--- src/rtl/blue_exec_ctrl.sv ---
// Blue execution controller: owns a small register file and sequences one instruction at a
// time through the external combinational datapath (IDLE -> READ -> EXEC -> WB).
// Register indices are taken from the low REG_ADDR_W bits of ins[11:10] and ins[9:8], so
// REG_ADDR_W must be 1 or 2.
module blue_exec_ctrl #(
    parameter int unsigned REG_ADDR_W = 2,
    parameter int unsigned CNT_W      = 8
) (
    input  logic                  clk,
    input  logic                  rst,
    input  logic                  ins_valid,
    output logic                  ins_ready,
    input  logic [15:0]           ins,
    input  logic                  ld_valid,
    input  logic [REG_ADDR_W-1:0] ld_idx,
    input  logic [15:0]           ld_data,
    input  logic [REG_ADDR_W-1:0] rd_idx,
    output logic [15:0]           rd_data,
    output logic [15:0]           alu_ins,
    output logic [15:0]           alu_ra,
    output logic [15:0]           alu_rb,
    input  logic [15:0]           alu_ra_out,
    input  logic [15:0]           alu_rb_out,
    output logic                  busy,
    output logic                  done,
    output logic [CNT_W-1:0]      retired
);

    localparam int unsigned NumRegs = 2 ** REG_ADDR_W;

    localparam logic [1:0] StIdle = 2'd0;
    localparam logic [1:0] StRead = 2'd1;
    localparam logic [1:0] StExec = 2'd2;
    localparam logic [1:0] StWb   = 2'd3;

    logic [1:0]            state_q, state_d;
    logic [15:0]           ir_q, ir_d;
    logic [15:0]           alu_ra_q, alu_ra_d;
    logic [15:0]           alu_rb_q, alu_rb_d;
    logic [15:0]           ra_res_q, ra_res_d;
    logic [15:0]           rb_res_q, rb_res_d;
    logic [CNT_W-1:0]      retired_q, retired_d;
    logic [15:0]           rf_q [NumRegs];
    logic [15:0]           rf_d [NumRegs];

    logic [REG_ADDR_W-1:0] ra_idx;
    logic [REG_ADDR_W-1:0] rb_idx;

    assign ra_idx = ir_q[10 +: REG_ADDR_W];
    assign rb_idx = ir_q[8 +: REG_ADDR_W];

    // Next-state for the sequencer, register file, operand and result registers.
    always_comb begin
        state_d   = state_q;
        ir_d      = ir_q;
        alu_ra_d  = alu_ra_q;
        alu_rb_d  = alu_rb_q;
        ra_res_d  = ra_res_q;
        rb_res_d  = rb_res_q;
        retired_d = retired_q;
        rf_d      = rf_q;
        unique case (state_q)
            StIdle: begin
                // Host load wins over instruction accept; loads are only honoured here.
                if (ld_valid) begin
                    rf_d[ld_idx] = ld_data;
                end else if (ins_valid) begin
                    ir_d    = ins;
                    state_d = StRead;
                end
            end
            StRead: begin
                alu_ra_d = rf_q[ra_idx];
                alu_rb_d = rf_q[rb_idx];
                state_d  = StExec;
            end
            StExec: begin
                ra_res_d = alu_ra_out;
                rb_res_d = alu_rb_out;
                state_d  = StWb;
            end
            StWb: begin
                // On an index collision the RA result is the one that sticks.
                if (ra_idx != rb_idx) begin
                    rf_d[rb_idx] = rb_res_q;
                end
                rf_d[ra_idx] = ra_res_q;
                retired_d    = retired_q + CNT_W'(1);
                state_d      = StIdle;
            end
            default: state_d = StIdle;
        endcase
    end

    // State registers with synchronous active-high reset; reset abandons any instruction.
    always_ff @(posedge clk) begin
        if (rst) begin
            state_q   <= StIdle;
            ir_q      <= '0;
            alu_ra_q  <= '0;
            alu_rb_q  <= '0;
            ra_res_q  <= '0;
            rb_res_q  <= '0;
            retired_q <= '0;
            for (int i = 0; i < NumRegs; i++) begin
                rf_q[i] <= '0;
            end
        end else begin
            state_q   <= state_d;
            ir_q      <= ir_d;
            alu_ra_q  <= alu_ra_d;
            alu_rb_q  <= alu_rb_d;
            ra_res_q  <= ra_res_d;
            rb_res_q  <= rb_res_d;
            retired_q <= retired_d;
            rf_q      <= rf_d;
        end
    end

    // Handshake, status and datapath-facing outputs.
    always_comb begin
        ins_ready = (state_q == StIdle) && !ld_valid;
        busy      = (state_q != StIdle);
        done      = (state_q == StWb);
        alu_ins   = ir_q;
        alu_ra    = alu_ra_q;
        alu_rb    = alu_rb_q;
        retired   = retired_q;
        rd_data   = rf_q[rd_idx];
    end

endmodule

--- config.mk ---
export PLATFORM = sky130hd
export DESIGN_NAME = blue_exec_ctrl
export DESIGN_NICKNAME = d
export VERILOG_FILES = /design/src/rtl/blue_exec_ctrl.sv
export SDC_FILE = /design/constraint.sdc
export NUM_CORES = 1
export LEC_CHECK = 0
export ABC_CLOCK_PERIOD_IN_PS = 3300
export BUFFER_PORTS_ARGS = -buffer_cell sky130_fd_sc_hd__buf_4
export CAP_MARGIN = 5
export CORE_ASPECT_RATIO = 1.75
export CORE_MARGIN = 5
export CORE_UTILIZATION = 35
export CTS_BUF_LIST = sky130_fd_sc_hd__clkbuf_4
export DETAILED_ROUTE_END_ITERATION = 10
export MAX_ROUTING_LAYER = met4
export SYNTH_ARGS = -nofsm -noshare
export SYNTH_HDL_FRONTEND = slang
export SYNTH_SLANG_ARGS = --single-unit
--- constraint.sdc ---
create_clock -name clk -period 3.3 [get_ports clk]
set_input_delay 0.825 -clock clk [delete_from_list [all_inputs] [get_ports clk]]
set_output_delay 0.825 -clock clk [all_outputs]
set_load 0.02 [all_outputs]
[After elaboration in Yosys (flattened, before gate mapping)]
Cells that the tools add are included.
Word-level totals
  bits in registers: 154
  input port bits: 72
  output and inout bits: 75
  logic and storage cells: 67
Operators by class
  $add $sub $neg: 1
  order comparisons: 7
  equal/unequal tests: 7
  mux-type cells: 25
  bitwise operators: 5
  reduce and logical (&&, ||, !) cells: 11
Operators with widths (number)
  $bwmux W64: 3
  $mux W64: 3
  $mux W16: 9
  $pmux W64 S2: 1
  $bmux W16 S2: 3
  $demux W16 S2: 3
  $ge A3 B3 Y1 const B: 4
  $not A2 Y3: 4
  $lt A3 B1 Y1 const B: 3
  $add A8 B1 Y8 const B: 1
  $pmux W2 S4: 1
  $ne A2 B2 Y1 const B: 3
  $eq A2 B2 Y1 const B: 2
  $logic_and A1 B1 Y1: 4
  $mux W2: 2
  $reduce_and A2 Y1: 2
  $reduce_bool A2 Y1: 2
  $reduce_and A3 Y1: 1
  $eq A2 B1 Y1 const B: 1
  $logic_not A2 Y1: 1
  $ne A2 B2 Y1: 1
  $logic_not A1 Y1: 1
  $not A1 Y1: 1

[Logic depth before layout (Yosys ltp)]
  word-level depth: 10
  mapped depth: 9
  mapped depth without buffers: 7

[Worst setup path before layout]
OpenSTA, ideal clock, no wires.
  path kind: input-to-output
  start: in rd_idx[0]
  end: out rd_data[10]
  arrival time: 1.953 ns
  required time: 2.475 ns
  setup slack: 0.522 ns
  stages on the path: 3
  buffers on the path: 2
  path through: buf_2 buf_2 mux4_2
On the way
  cells in the longest elaborated chain, start to end: 4
RTL lines
  start: declaration: RTL line 17  | input logic [REG_ADDR_W-1:0] rd_idx,
  $not A2 Y3 (implied by the code): RTL line 129  | rd_data = rf_q[rd_idx];
  $bmux W16 S2: RTL line 129
  $mux W16 (implied by the code) (2 in a row): RTL line 129
  end: declaration: RTL line 18  | output logic [15:0] rd_data,
Every way passes these cells. The select of a mux whose other input is x is not followed.

[Final worst setup path]
  start: reg ir_q[11], in the netlist alu_ins[11]
  end: out alu_ins[11]
RTL lines
  start: declaration: RTL line 37  | logic [15:0] ir_q, ir_d;
  start signal: assignment: RTL line 110  | ir_q <= ir_d;
  end: declaration: RTL line 19  | output logic [15:0] alu_ins,
No word-level cell between the ends.

==> flow_summary_export.csv <==
group,metric,value,unit
run_status,run_status,"complete, no violations",
setup_path,critPathKind,"reg2out",
setup_path,cp-startpoint,"alu_ins[11]",
sta,hold_viol,0,
die,coreArea,25000,µm²
synth,async_flop_share,0,
cts,htree_levels,4,
synth,synth_flop_cell,"dfxtp_1",
die,die_area,28600,µm²
route,vias_per_cell,5.26,
sta,tightestPinTransition,1.19,ns
die,die_width,130,µm
setup_path,crit_arrival,2.11,ns
synth,netlist_instances,1008,
power,power_density,522,nW/µm²
setup_path,r2r_cells,4,
grt,track_usage,0.192,
placement,port_buffers,146,
setup_path,rrSetupSlack,0.79,ns
power,vdd_drop_max,0.000297,V
setup_path,crit_path_start_kind,"flop",
synth,netlist_area,8830,µm²
sta,finClkSkew,0.0143,ns
grt,grt_max_degree,94,
cts,cts-buffers-inserted,17,
route,wire_per_inst,18.3,µm
placement,post-place-ws,0.555,ns
sta,max_freq,340,MHz
die,row_count,77,
setup_path,crit_chain,"buf_4, buf_4",
cts,hold_buffers,0,
final_layout,drive_above_1_share,0.267,
synth,ys_seq_elements,154,
synth,synth.area.top_cells,"dfxtp_1 (35%), mux4_2 (12%), nor2_1 (8.5%)",
grt,grt_pass1_wl,41.5,mm
placement,hpwl,19.9,mm
sta,fin_crit_sh,0.891,
route,vias,7512,
route,drtIter0Drc,429,
cts,clk_path_buf_depth,2,
hold_path,hold_start,"alu_ra_out[5]",
sta,setup_slack,0.361,ns
cts,clk_latency,0.60,ns
cts,cts.clk_slew.worst_paths,0.13,ns
grt,gr-total-overflow,0,
power,p_leak,3.86,nW
route,drt-total-wl,26.1,mm
setup_path,r2r-start,"alu_ins[11]",
sta,finalMaxSlewViolations,0,
setup_path,path_max_fanout,39,
grt,grt_pass1_vias,7382,
synth,synth_cell_type_count,47,
synth,synth_top_area_share,0.349,
synth,ys_seq_area_frac,0.349,
setup_path,max_stage_delay,0.87,ns
hold_path,hold_end,"ra_res_q[5]",
die,start_util,0.353,
synth,syn_nets,1085,
setup_path,cp_common_cell,"buf_4",
sta,final.setup.tns,0,ns
sta,period_needed,2.94,ns
route,drcViolationCount,0,
final_layout,syn_to_final_growth,16.2,%
die,die_height,220,µm
cts,clock_sinks,154,
setup_path,cp_data_required_time,2.47,ns
cts,cts.repair.resized,0,
sta,slew_headroom,0.203,
setup_path,cp-end-kind,"output pin",
grt,antenna_found_initial,1,
die,ioPinCount,147,
route,first_pass_iters,5,
route,ant_nets,0,
sta,setup_violations,0,
setup_path,critical-path-slowest-cell,"dfxtp_2",
cts,cts_setup_buffers,0,
cts,cts_tree,"done",
final_layout,num-nets-final,1174,
hold_path,hold_depth,3,
job,cap_viol_max_count,0,
cts,cts_root_buf,"clkbuf_4",
placement,gp_congestion,0.886,
hold_path,hold_path_class,"in2reg",
synth,synth.avg_cell_area,8.76,µm²
setup_path,r2r_end,"rf_q[1]",
synth,synth_top_area_cell,"dfxtp_1",
sta,rsz0062_at_grt,"false",
synth,ys_warn_count,0,
synth,synth_edf_count,0,
cells in the final DEF, fill, tap and decap left out, types with 3 or more instances in the layout:
cell type | Yosys | final
dfxtp_1 | 154 | 151
nor2_1 | 201 | 201
nand2_1 | 39 | 39
nand4_1 | 3 | 3
clkinv_2 | 0 | 7
nand3_1 | 33 | 33
a21oi_1 | 51 | 51
buf_4 | 3 | 162
a221oi_2 | 20 | 20
a31o_2 | 15 | 15
nand2b_1 | 21 | 21
and3_1 | 33 | 33
nor3b_1 | 16 | 16
mux4_2 | 48 | 48
ha_2 | 0 | 3
clkinvlp_4 | 0 | 4
a221oi_1 | 12 | 12
nor3_1 | 32 | 32
o21ai_0 | 50 | 50
a211oi_1 | 32 | 32
clkbuf_4 | 0 | 18
dfxtp_2 | 0 | 3
inv_1 | 51 | 51
xor2_1 | 4 | 4
mux2i_1 | 65 | 65
critical path: cells and delay by family, from the launching register on:
family,cells,cell delay (ns)
buf+inv,2,0.64
flops,1,0.87
cell families after synthesis:
family	count (synthesis)	synth area share
flip-flops	154	0.349
AND/OR/NAND/NOR	395	0.210
buffers and inverters	146	0.0727
AO/OA/AOI/OAI	190	0.160
multiplexers	113	0.196
XOR/XNOR	5	0.00496
adder cells (fa/ha/maj)	5	0.00708
flip-flops by register name, indices dropped and copies added (netlist names):
register	flops
rf_q	64
rb_res_q	16
state_q	2
alu_rb	16
retired	8
ra_res_q	16
alu_ra	16
alu_ins	16
worst max path at each step:
stage	to	slack [ns]	cells past startpoint
floorplan	rd_data[10]	0.52	3
global placement	rd_data[11]	0.59	3
detailed placement	rd_data[9]	0.56	3
CTS	alu_ins[11]	0.29	2
global route	alu_ins[11]	0.23	2
finish	alu_ins[11]	0.36	2
synthesized netlist by cell type, types with 2 or more instances:
| cell | n |
|---|---|
| dfxtp_1 | 154 |
| nand2_1 | 39 |
| a221oi_1 | 12 |
| a211oi_1 | 32 |
| mux4_2 | 48 |
| nand3b_4 | 2 |
| nor2_1 | 201 |
| clkbuf_1 | 46 |
| nor3_1 | 32 |
| buf_1 | 12 |
| buf_6 | 5 |
| and3_1 | 33 |
| mux2i_1 | 65 |
| a221oi_2 | 20 |
| o21ai_0 | 50 |
| inv_1 | 51 |
| nand2b_1 | 21 |
| nand4_1 | 3 |
| ha_1 | 5 |
| a31o_2 | 15 |
| and2_4 | 2 |
| and2_1 | 2 |
| xor2_1 | 4 |
| a32oi_4 | 2 |
| o211ai_2 | 2 |
| nor3b_1 | 16 |
| nor2b_2 | 2 |
| nand3_1 | 33 |
| buf_4 | 3 |
| or3_1 | 2 |
| a21oi_1 | 51 |
| nor2b_1 | 2 |
| buf_2 | 26 |
| a32o_1 | 2 |
metal layers:
metal	vias up	GRT usage	routed length, µm
met5	-	-	0
met4	0	0.0655	620
met3	35	0.0413	1370
met2	186	0.325	13600
met1	3530	0.223	10500
li1	3761	-	-
area by class of cell:
cell class	count	area [µm²]
timing repair buffer	164	1260
clock buffer	18	135
clock inverter	14	81.3
multi-input combinational	708	5110
sequential	154	3090
fill	2588	14800
antenna	1	2.50
tap	316	395
inverter	52	195
report_power, final:
| group | switching, mW | internal, mW |
|---|---|---|
| registers | 0.280 | 2.10 |
| logic | 1.09 | 0.896 |
| clock network | 0.699 | 0.291 |
stage by stage:
step,cell area (µm²),util,hold WS (ns),total power [mW],instances
detailed placement,10000,0.401,0.447,4.43,1394
global placement,10000,0.401,0.443,4.39,1394
global route,10300,0.410,0.386,5.72,1427
CTS,10300,0.410,0.375,5.44,1426
finish,10300,0.410,0.453,5.36,1427
floorplan,8830,-,0.459,3.84,1008
No activity file was read; power rests on OpenSTA's default activity.
